[src/rtl/lfsr_rng.sv]
// lfsr_rng: Fibonacci LFSR pseudo-random source with a bounded-draw port.
//
// The LFSR free-runs on en_i, can be seeded through load_i/load_val_i, and is
// prevented from locking up at zero. A requester can also ask for a uniform-ish
// value in [0, limit) over a valid/ready handshake. The value is found by masked
// rejection sampling with a bounded number of attempts and a fallback.
//
// Ports
//   clk_i         system clock, rising edge
//   preset_ni     synchronous active-low reset
//   en_i          free-run step enable (honoured in IDLE only)
//   load_i        load load_val_i into the state this edge (zero loads SEED)
//   load_val_i    seed value to load
//   state_o       current LFSR state
//   draw_req_i    draw request, sampled while draw_ready_o is high
//   draw_limit_i  exclusive upper bound of the draw; 0 means 2^OUT_W
//   draw_ready_o  high in IDLE
//   draw_valid_o  one-cycle pulse marking a fresh draw_val_o
//   draw_val_o    draw result, held until the next result
//   draw_tries_o  attempts used by the last draw (1..MAX_TRIES)
module lfsr_rng #(
    parameter int unsigned      WIDTH     = 16,
    parameter logic [WIDTH-1:0] TAPS      = 16'hB400,
    parameter logic [WIDTH-1:0] SEED      = 16'hACE1,
    parameter int unsigned      OUT_W     = 8,
    parameter int unsigned      MAX_TRIES = 4
) (
    input  logic             clk_i,
    input  logic             preset_ni,
    input  logic             en_i,
    input  logic             load_i,
    input  logic [WIDTH-1:0] load_val_i,
    output logic [WIDTH-1:0] state_o,
    input  logic             draw_req_i,
    input  logic [OUT_W-1:0] draw_limit_i,
    output logic             draw_ready_o,
    output logic             draw_valid_o,
    output logic [OUT_W-1:0] draw_val_o,
    output logic [2:0]       draw_tries_o
);

    // One extra bit so a limit of 2^OUT_W is representable.
    localparam int unsigned LIM_W = OUT_W + 1;

    typedef enum logic [0:0] {StIdle, StDraw} fsm_e;

    fsm_e             fsm_q, fsm_d;
    logic [WIDTH-1:0] state_q, state_d;
    logic [LIM_W-1:0] limit_q, limit_d;
    logic [OUT_W-1:0] mask_q, mask_d;
    logic [2:0]       tries_q, tries_d;
    logic [OUT_W-1:0] val_q, val_d;
    logic [2:0]       used_q, used_d;
    logic             valid_q, valid_d;

    logic [LIM_W-1:0] lim_in;
    logic [OUT_W-1:0] lim_m1;
    logic [OUT_W-1:0] mask_in;
    logic             fb;
    logic [WIDTH-1:0] state_step;
    logic [OUT_W-1:0] cand;
    logic             cand_ok;
    logic [OUT_W-1:0] fallback;
    logic             last_try;
    logic             step_en;

    // Mask is the smallest all-ones value covering L-1, i.e. 2^ceil(log2 L) - 1.
    always_comb begin
        lim_in  = (draw_limit_i == '0) ? (LIM_W'(1) << OUT_W) : {1'b0, draw_limit_i};
        lim_m1  = OUT_W'(lim_in - LIM_W'(1));
        mask_in = lim_m1;
        for (int k = 1; k < int'(OUT_W); k++) begin
            mask_in = mask_in | (lim_m1 >> k);
        end
    end

    assign fb         = ^(state_q & TAPS);
    assign state_step = {state_q[WIDTH-2:0], fb};

    // Candidate is taken from the pre-step state. Since M < 2L, c - L < L on fallback.
    assign cand     = state_q[OUT_W-1:0] & mask_q;
    assign cand_ok  = ({1'b0, cand} < limit_q);
    assign fallback = OUT_W'({1'b0, cand} - limit_q);
    assign last_try = (tries_q == 3'(MAX_TRIES));

    always_comb begin
        fsm_d   = fsm_q;
        limit_d = limit_q;
        mask_d  = mask_q;
        tries_d = tries_q;
        val_d   = val_q;
        used_d  = used_q;
        valid_d = 1'b0;
        step_en = 1'b0;

        unique case (fsm_q)
            StIdle: begin
                step_en = en_i;
                if (draw_req_i) begin
                    limit_d = lim_in;
                    mask_d  = mask_in;
                    tries_d = 3'd1;
                    fsm_d   = StDraw;
                end
            end
            StDraw: begin
                step_en = 1'b1;
                if (cand_ok || last_try) begin
                    val_d   = cand_ok ? cand : fallback;
                    used_d  = tries_q;
                    valid_d = 1'b1;
                    fsm_d   = StIdle;
                end else begin
                    tries_d = tries_q + 3'd1;
                end
            end
        endcase

        // Load beats stepping; a zero state (or zero load) falls back to SEED.
        state_d = state_q;
        if (load_i) begin
            state_d = (load_val_i == '0) ? SEED : load_val_i;
        end else if (state_q == '0) begin
            state_d = SEED;
        end else if (step_en) begin
            state_d = state_step;
        end
    end

    always_ff @(posedge clk_i) begin
        if (!preset_ni) begin
            fsm_q   <= StIdle;
            state_q <= SEED;
            limit_q <= '0;
            mask_q  <= '0;
            tries_q <= '0;
            val_q   <= '0;
            used_q  <= '0;
            valid_q <= 1'b0;
        end else begin
            fsm_q   <= fsm_d;
            state_q <= state_d;
            limit_q <= limit_d;
            mask_q  <= mask_d;
            tries_q <= tries_d;
            val_q   <= val_d;
            used_q  <= used_d;
            valid_q <= valid_d;
        end
    end

    assign state_o      = state_q;
    assign draw_ready_o = (fsm_q == StIdle);
    assign draw_valid_o = valid_q;
    assign draw_val_o   = val_q;
    assign draw_tries_o = used_q;

endmodule
[config.mk]
export PLATFORM = sky130hd
export DESIGN_NAME = lfsr_rng
export DESIGN_NICKNAME = d
export VERILOG_FILES = /design/src/rtl/lfsr_rng.sv
export SDC_FILE = /design/constraint.sdc
export NUM_CORES = 1
export LEC_CHECK = 0
export CORE_ASPECT_RATIO = 0.7
export CORE_MARGIN = 2
export CORE_UTILIZATION = 31
export CTS_BUF_LIST = sky130_fd_sc_hd__clkbuf_8
export CTS_CLUSTER_DIAMETER = 50
export DETAILED_ROUTE_END_ITERATION = 16
export HOLD_SLACK_MARGIN = 0.02
export SYNTH_ARGS = -nofsm -noshare
export SYNTH_HDL_FRONTEND = slang
export SYNTH_SLANG_ARGS = --single-unit
[constraint.sdc]
create_clock -name clk_i -period 3.5 [get_ports clk_i]
set_clock_uncertainty 0.1 [all_clocks]
set_input_delay 0.525 -clock clk_i [delete_from_list [all_inputs] [get_ports clk_i]]
set_output_delay 0.525 -clock clk_i [all_outputs]
set_load 0.01 [all_outputs]
==> flow_summary_export.csv, run 1 <==
group,metric,value,unit
sta,setup_viol,0,
run,maxCapViolations,0,
synth,seq_area_frac_synth,35.7,%
final_layout,syn2layout_area_growth,28.8,%
routing,postRouteAntennaNets,0,
worst_setup_path,cp-start-kind,"register",
synth,synth_top_cell_area_share,35.7,%
grt,track_usage,17.4,%
place,place_congestion,0.925,
grt,grt_pass1_vias,2457,
synth,synth-adder-area-share,6.65,%
synth,syn-num-nets,398,
cts,post-cts-setup-buffers,0,
status,outcome,"finished, final reports clean",
floorplan,die_area,9640,sq um
synth,muxShareOfSynthArea,2.46,%
grt,antenna_found_initial,0,
sta,slew_headroom,44.5,%
final_layout,fin_nets,453,
worst_setup_path,cp.arrival,2.91,ns
final_layout,fin_util,41.6,%
grt,grt_max_degree,24,
sta,slew_viol_final,0,
sta,fin_tns_setup,0,ns
grt,grt_pass1_wl,12800,um
worst_setup_path,crit_chain,"and2_1 > ha_1 > a21o_1 > or2_2 > o21ai_0 > mux2_2 > a211oi_1",
final_layout,fill_cells,882,
power_and_ir_drop,power.total,1.43,mW
grt,gr-max-usage-layer,"met1",
sta,hold_viol_final,0,
synth,synth_edf_count,0,
cts,htree_levels,2,
sta,worstMarginPinSlew,0.832,ns
routing,viasPerCell,5.30,
worst_setup_path,cpMaxStageDelayCell,"dfxtp_1",
synth,synth_ff_type,"dfxtp_1",
power_and_ir_drop,p_leak,1.35,nW
grt,gr-usage-met3,4.21,%
worst_setup_path,worstPathRequired,3.61,ns
place,post_dp_cell_area,3460,sq um
synth,ys_types,47,
power_and_ir_drop,ir_worst_vdd,218,uV
synth,yosysWarnings,0,
floorplan,die_h,82.8,um
grt,overflow,0,
cts,cts.sinks,49,
floorplan,initial_core_util,32.3,%
sta,period_share,79.9,%
cts,numCtsBuffers,5,
floorplan,core,8510,sq um
worst_setup_path,critPathKind,"reg2reg",
routing,vias,2813,
routing,firstDrtPassIters,6,
place,dp_hpwl,6390,um
hold_path,min_path_type,"reg2reg",
floorplan,fp-row-count,28,
power_and_ir_drop,p_per_area,405,nW/um^2
synth,synth_simple_gate_area_share,23.4,%
worst_setup_path,max_stage_delay,0.52,ns
synth,syn_inst,355,
cts,ctsResizeCount,0,
synth,netlist_top_cells_count,"dfxtp_1 (49), nand2_1 (41), o21ai_0 (39)",
sta,fmax,358,MHz
routing,wl,8160,um
synth,yosysMostFrequentCell,"dfxtp_1",
cts,clkTransAtPathRegs,0.09,ns
floorplan,ios,58,
routing,route.detailed.drc,0,
synth,syn_area_per_cell,7.74,sq um
worst_setup_path,endpoint_kind,"register",
routing,routedWlPerCell,15.4,um
routing,drt-initial-drc-count,287,
synth,yosysTopAreaCell,"dfxtp_1",
floorplan,die_w,117,um
final_layout,drive_gt1_share,5.60,%
grt,grt_use_met2,23.2,%
synth,synth_xor_area_share,1.91,%
worst_setup_path,cp_max_fo,6,
synth,async_flop_share,0,%
synth,synth_compound_area_share,24.5,%
sta,timing.final.crit_period,2.80,ns
synth,synth_area_leaders,"dfxtp_1 (36%), o21ai_0 (7.1%), ha_1 (5.9%)",
final_layout,diodes,0,
synth,synth_seq_cells,49,
grt,grt_util_met1,27.8,%
final_layout,final_area,3540,sq um
synth,synth_top_family_by_area,"compound AO/OA/AOI/OAI gates",
synth,syn_area,2750,sq um
place,placement.io_buffers,57,
cts,cts_hold_buf,0,
cts,clock_path_buffers,2,
cts,cts_root_buf,"clkbuf_8",
cts,clock_latency,0.31,ns
sta,rsz0062_at_grt,"false",
cts,cts_tree,"yes",
-- state kept, by name, summed over array words and instances, names as in the netlist --
signal	flops
state_o	16
mask_q	8
draw_tries_o	3
tries_q	3
draw_val_o	8
draw_valid_o	1
fsm_q	1
limit_q	9
-- cell type report --
type	count	area [sq um]	share of cell area, %
Timing Repair Buffer	65	631	17.8
Sequential cell	49	981	27.7
Clock inverter	3	13.8	0.389
Multi-Input combinational cell	268	1620	45.7
Clock buffer	5	68.8	1.94
Inverter	21	78.8	2.23
Tap cell	120	150	4.24
-- logic make-up after synthesis --
| group | count (synthesis) |
|---|---|
| AND/OR/NAND/NOR | 130 |
| buffers and inverters | 38 |
| AO/OA/AOI/OAI | 112 |
| XOR/XNOR | 6 |
| adder cells (fa/ha/maj) | 14 |
| multiplexers | 6 |
| flip-flops | 49 |
-- placed cells by master, fill, tap and decap left out, types with 4 or more instances in the layout --
master and n:
nand2_1 41, and2_1 4, xnor2_1 4, clkbuf_8 5
a21oi_1 32, a211oi_1 11, nand3_1 12, o22ai_1 7
dfxtp_1 49, clkdlybuf4s50_1 57, inv_1 21, nor4_1 10
buf_4 8, nor2_1 27, ha_1 13, nor3_1 9
o21ai_0 39, nor2b_1 11
-- report_power, final --
part           leakage [nW]  switching (mW)  internal (mW)
logic                 0.895           0.249          0.218
clock network        0.0491           0.186          0.136
registers             0.404          0.0409          0.605
total                  1.35           0.475          0.958
-- stage by stage --
stage	worst slack [ns]	hold WS, ns	std cells
floorplan	0.900	0.336	355
global placement	0.757	0.345	523
detailed placement	0.681	0.351	523
CTS	0.728	0.363	531
global route	0.462	0.384	531
finish	0.703	0.362	531
-- path summary, 6_finish.rpt --
kind                   end  slack, ns  cells past startpoint        from
max          draw_val_o[0]       0.70                      7  state_o[6]
max reg2reg  draw_val_o[0]       0.70                      7  state_o[6]
min             limit_q[2]       0.36                      2  limit_q[2]
min reg2reg     limit_q[2]       0.36                      2  limit_q[2]
-- routing by layer --
metal | vias to the layer above | part of all wire, % | wire [um]
li1 | 1386 | - | -
met1 | 1296 | 52 | 4220
met2 | 120 | 39 | 3190
met3 | 11 | 8.5 | 690
met4 | 0 | 0.67 | 55
met5 | - | 0 | 0
-- worst max-delay path, delay by kind of cell, from the launching register on --
family                     cells  cell delay, ns
AOI/OAI and AO/OA              3            0.86
adders and majority gates      1            0.30
DFF                            1            0.52
muxes                          1            0.39
and+or+nand+nor                2            0.52
No activity file was read; power rests on OpenSTA's default activity.
==> run 2, diff against run 1 <==
==> constraint.sdc (replaced) <==
create_clock -name clk_i -period 2.4 [get_ports clk_i]
set_clock_uncertainty 0.1 [all_clocks]
set_input_delay 0.36 -clock clk_i [delete_from_list [all_inputs] [get_ports clk_i]]
set_output_delay 0.36 -clock clk_i [all_outputs]
set_load 0.01 [all_outputs]
==> flow_summary_export.csv, run 2 (same netlist as run 1, synthesis figures left out) <==
group,metric,value,unit
status,outcome,"finished, final reports clean",
worst_setup_path,worstPathRequired,2.50,ns
routing,firstDrtPassIters,5,
worst_setup_path,r2r_end,"draw_val_o[7]",
cts,clock_latency,0.31,ns
worst_setup_path,cp.arrival,2.50,ns
grt,grt_pass1_wl,13700,um
worst_setup_path,rr_worst_depth,10,
cts,htree_levels,2,
routing,viasPerCell,5.23,
hold_path,whs_endpoint,"limit_q[5]",
routing,routedWlPerCell,15.5,um
cts,cts_hold_buf,0,
sta,setup_viol,0,
sta,slew_viol_final,0,
floorplan,initial_core_util,32.3,%
floorplan,fp-row-count,28,
place,dpl.cell_count,558,
cts,cts_root_buf,"clkbuf_8",
final_layout,syn2layout_area_growth,43.0,%
cts,clock_path_buffers,2,
final_layout,fin_util,46.1,%
worst_setup_path,rr_startpoint,"mask_q[1]",
final_layout,fill_cells,856,
floorplan,ios,58,
place,place_congestion,0.907,
floorplan,die_h,82.8,um
hold_path,min_path_type,"reg2reg",
place,dp_hpwl,6930,um
power_and_ir_drop,p_leak,1.55,nW
run,maxCapViolations,0,
cts,cts_tree,"yes",
routing,postRouteAntennaNets,0,
place,placement.io_buffers,57,
final_layout,multiInputGateArea,1690,sq um
sta,timing.final.crit_period,2.40,ns
floorplan,die_w,117,um
worst_setup_path,critPathBufInv,2,
worst_setup_path,endpoint_kind,"register",
floorplan,core,8510,sq um
sta,slew_headroom,66.7,%
grt,grt_pass1_vias,2573,
final_layout,diodes,0,
place,pre_cts_slack,-0.188,ns
worst_setup_path,path_delay_family,"compound AO/OA/AOI/OAI gates",
sta,rsz0062_at_grt,"true",
sta,finalWorstSetupSlack,0.00226,ns
grt,antenna_found_initial,0,
grt,grt_max_degree,22,
grt,track_usage,18.8,%
final_layout,fin_cells,568,
power_and_ir_drop,p_per_area,605,nW/um^2
sta,hold_viol_final,0,
final_layout,fin_nets,490,
worst_setup_path,cp_max_fo,5,
final_layout,final_common_cell,"clkdlybuf4s50_1",
worst_setup_path,cpMaxStageDelayCell,"dfxtp_2",
worst_setup_path,crit_chain,"nand2_4 > inv_2 > ha_4 > nor2b_4 > o31a_1 > o2111a_1 > buf_4 > or3_1 > a31oi_1 > a211oi_1",
routing,drt-initial-drc-count,230,
final_layout,regArea,986,sq um
cts,clkTransAtPathRegs,0.09,ns
routing,wl,8820,um
sta,period_share,99.9,%
sta,fmax,417,MHz
final_layout,drive_gt1_share,16.5,%
routing,route.detailed.drc,0,
worst_setup_path,cp-start-kind,"register",
cts,numCtsBuffers,5,
final_layout,mostFrequentLayoutCells,"clkdlybuf4s50_1 (57), dfxtp_1 (47), buf_4 (45), nand2_1 (40), o21ai_0 (38)",
cts,cts.sinks,49,
routing,vias,2971,
power_and_ir_drop,ir_worst_vdd,317,uV
floorplan,die_area,9640,sq um
grt,overflow,0,
worst_setup_path,critPathKind,"reg2reg",
hold_path,min_path_cells,2,
worst_setup_path,max_stage_delay,0.36,ns
power_and_ir_drop,power.total,2.38,mW
sta,worstMarginPinSlew,0.496,ns
worst_setup_path,r2r_slack,0.002,ns
final_layout,largest_reg_flops,16,
hold_path,min_from,"limit_q[5]",
==> run 2: timing repair <==
item,4_1_cts,5_1_grt
pin swaps,3,4
buffers inserted,0,2
endpoints found under the setup margin,8,15
gates resized for setup,4,4
==> run 2: worst max-delay path by stage <==
stage               slack (ns)  cells past startpoint        from             to
floorplan                -0.06                     10  state_o[1]  draw_val_o[5]
global placement         -0.09                      9   mask_q[1]  draw_val_o[0]
detailed placement       -0.19                      9   mask_q[1]  draw_val_o[0]
CTS                       0.02                      7  state_o[3]  draw_val_o[5]
global route             -0.04                     10   mask_q[1]  draw_val_o[7]
finish                   0.002                     10   mask_q[1]  draw_val_o[7]
==> run 2: report_power, final <==
part	internal [mW]	leakage, nW	total (mW)	switching, mW
sequential	0.882	0.405	0.929	0.0473
clock	0.339	0.0574	0.622	0.283
combinational	0.410	1.09	0.824	0.414
total	1.63	1.55	2.38	0.745
==> run 2: metal layers <==
| layer | global-route usage (%) | up-vias | share of wire (%) |
|---|---|---|---|
| met4 | 4.29 | 0 | 0.84 |
| met5 | 0 | - | 0 |
| met1 | 29.9 | 1385 | 52 |
| met3 | 4.21 | 5 | 8.0 |
| li1 | - | 1464 | - |
| met2 | 24.8 | 117 | 40 |
==> run 2: final cells by class <==
class	count	area share [%]
Clock inverter	2	0.955
Timing Repair Buffer	102	23.1
Multi-Input combinational cell	268	42.9
Tap cell	120	3.82
Clock buffer	6	2.10
Sequential cell	49	25.1
Inverter	21	2.01
==> run 2: worst register-to-register path, stage by stage, from the launching register on <==
cell and delay (ns):
dfxtp_2 0.36, nand2_4 0.05, inv_2 0.05, ha_4 0.18, nor2b_4 0.12, o31a_1 0.31
o2111a_1 0.30, buf_4 0.15, or3_1 0.33, a31oi_1 0.22, a211oi_1 0.11
==> run 2: metrics by stage <==
| step | setup TNS, ns | instance area [sq um] | hold WS, ns |
|---|---|---|---|
| after floorplan | -0.0707 | 2790 | 0.336 |
| after global placement | -0.172 | 3760 | 0.347 |
| after detailed placement | -0.559 | 3760 | 0.353 |
| after CTS | 0 | 3890 | 0.365 |
| after global routing | -0.144 | 3930 | 0.388 |
| final | 0 | 3930 | 0.361 |
==> run 3, diff against run 2 <==
--- a/config.mk
+++ b/config.mk
@@ -6,7 +6,7 @@
 export NUM_CORES = 1
 export LEC_CHECK = 0
 export CORE_ASPECT_RATIO = 0.7
-export CORE_MARGIN = 2
+export CORE_MARGIN = 5
 export CORE_UTILIZATION = 31
 export CTS_BUF_LIST = sky130_fd_sc_hd__clkbuf_8
 export CTS_CLUSTER_DIAMETER = 50
==> flow_summary_export.csv, run 3 (same netlist as run 1, synthesis figures left out) <==
group,metric,value,unit
sta,rsz0062_at_grt,"true",
power_and_ir_drop,swShare,30.3,%
hold_path,min_path_cells,2,
routing,postRouteAntennaNets,0,
cts,cts_tree,"yes",
power_and_ir_drop,p_leak,1.56,nW
worst_setup_path,rr_worst_depth,9,
grt,grt_pass1_wl,13400,um
floorplan,die_w,123,um
sta,period_share,99.4,%
cts,cts.sinks,49,
power_and_ir_drop,seqPwrFrac,37.8,%
power_and_ir_drop,switchingPower,743,uW
routing,viasPerCell,5.09,
hold_path,min_path_type,"reg2reg",
power_and_ir_drop,ir_worst_vdd,264,uV
sta,slew_viol_final,0,
floorplan,ios,58,
worst_setup_path,worstPathRequired,2.50,ns
hold_path,whs_endpoint,"limit_q[6]",
floorplan,die_h,88.8,um
final_layout,mostFrequentLayoutCells,"clkdlybuf4s50_1 (57), dfxtp_1 (46), buf_4 (42), nand2_1 (40), o21ai_0 (38)",
place,pre_cts_slack,-0.0568,ns
worst_setup_path,rr_startpoint,"mask_q[1]",
worst_setup_path,endpoint_kind,"register",
sta,worstMarginPinSlew,1.07,ns
place,dpl.cell_count,556,
worst_setup_path,r2r_slack,0.01,ns
final_layout,diodes,0,
routing,route.detailed.drc,0,
final_layout,fin_cells,565,
hold_path,min_from,"limit_q[6]",
grt,antenna_found_initial,0,
routing,vias,2877,
place,dp_hpwl,6760,um
cts,cts_root_buf,"clkbuf_8",
final_layout,final_common_cell,"clkdlybuf4s50_1",
power_and_ir_drop,combPwrFrac,33.0,%
final_layout,syn2layout_area_growth,43.9,%
cts,clkTransAtPathRegs,0.10,ns
cts,numCtsBuffers,5,
place,place_congestion,0.855,
place,post_dp_cell_area,3750,sq um
sta,fin_tns_setup,0,ns
sta,slew_headroom,28.0,%
power_and_ir_drop,p_per_area,620,nW/um^2
cts,clock_latency,0.31,ns
final_layout,largest_reg_flops,16,
power_and_ir_drop,power.total,2.45,mW
floorplan,core,8550,sq um
power_and_ir_drop,p_int,1.71,mW
final_layout,fin_nets,487,
grt,track_usage,15.5,%
routing,wl,8430,um
routing,routedWlPerCell,14.9,um
sta,finalWorstSetupSlack,0.0149,ns
sta,setup_viol,0,
sta,timing.final.crit_period,2.39,ns
worst_setup_path,cp-start-kind,"register",
sta,hold_ws,0.358,ns
floorplan,die_area,10900,sq um
grt,overflow,0,
worst_setup_path,cp_max_fo,5,
place,placement.io_buffers,57,
floorplan,initial_core_util,32.1,%
grt,grt_pass1_vias,2661,
final_layout,final_area,3950,sq um
sta,hold_viol_final,0,
floorplan,fp-row-count,28,
routing,drt-initial-drc-count,228,
final_layout,drive_gt1_share,17.1,%
final_layout,fill_cells,867,
worst_setup_path,critPathKind,"reg2reg",
run,maxCapViolations,0,
cts,clock_path_buffers,2,
worst_setup_path,cp.arrival,2.49,ns
worst_setup_path,r2r_end,"draw_val_o[5]",
cts,htree_levels,2,
final_layout,fin_util,46.3,%
status,outcome,"finished, final reports clean",
power_and_ir_drop,power_frac_clock,29.2,%
routing,firstDrtPassIters,5,
sta,fmax,419,MHz
grt,grt_max_degree,21,
run 3: area by class of cell:
type / count / area, sq um / area share (%)
Multi-Input combinational cell: 268 / 1710 / 43.4
Tap cell: 120 / 150 / 3.80
Clock buffer: 5 / 68.8 / 1.74
Sequential cell: 49 / 987 / 25.0
Clock inverter: 3 / 68.8 / 1.74
Inverter: 21 / 78.8 / 1.99
Timing Repair Buffer: 99 / 886 / 22.4
run 3: metal layers:
| metal | routed length, um | vias up | global-route usage (%) |
|---|---|---|---|
| met2 | 3520 | 66 | 21.9 |
| met1 | 4430 | 1357 | 24.5 |
| met4 | 52 | 0 | 2.74 |
| met5 | 0 | - | 0 |
| met3 | 423 | 4 | 2.68 |
| li1 | - | 1450 | - |
run 3: power by group through the flow:
stage               sequential (mW)  combinational (mW)  clock, mW
floorplan                     0.961               0.422          0
global placement              0.944               0.770          0
detailed placement            0.945               0.775          0
CTS                           0.927               0.779      0.729
global route                  0.936               0.888      0.759
finish                        0.926               0.809      0.717
run 3: repair_timing:
item,4_1_cts,5_1_grt
buffers inserted,0,1
hold buffers,0,0
gates cloned,0,0
pin swaps,1,4
gates resized for setup,2,11
setup endpoints to repair,4,12
run 3: how the worst max path moves through the flow:
stage,from,to,slack [ns],cells after the start
CTS,state_o[3],draw_val_o[5],0.02,8
global route,mask_q[1],draw_val_o[5],-0.04,9
global placement,mask_q[1],draw_val_o[0],-0.003,10
detailed placement,mask_q[1],draw_val_o[1],-0.06,10
floorplan,state_o[1],draw_val_o[5],-0.06,10
finish,mask_q[1],draw_val_o[5],0.01,9
run 3: worst max-delay path, stage by stage, from the launching register on:
cell and delay, ns:
dfxtp_2 0.36, nand2_4 0.05, inv_2 0.05, ha_4 0.18, nor2b_4 0.12, o31a_1 0.30, or4_4 0.50, and3_4 0.19
mux2_4 0.30, o2bb2ai_2 0.12
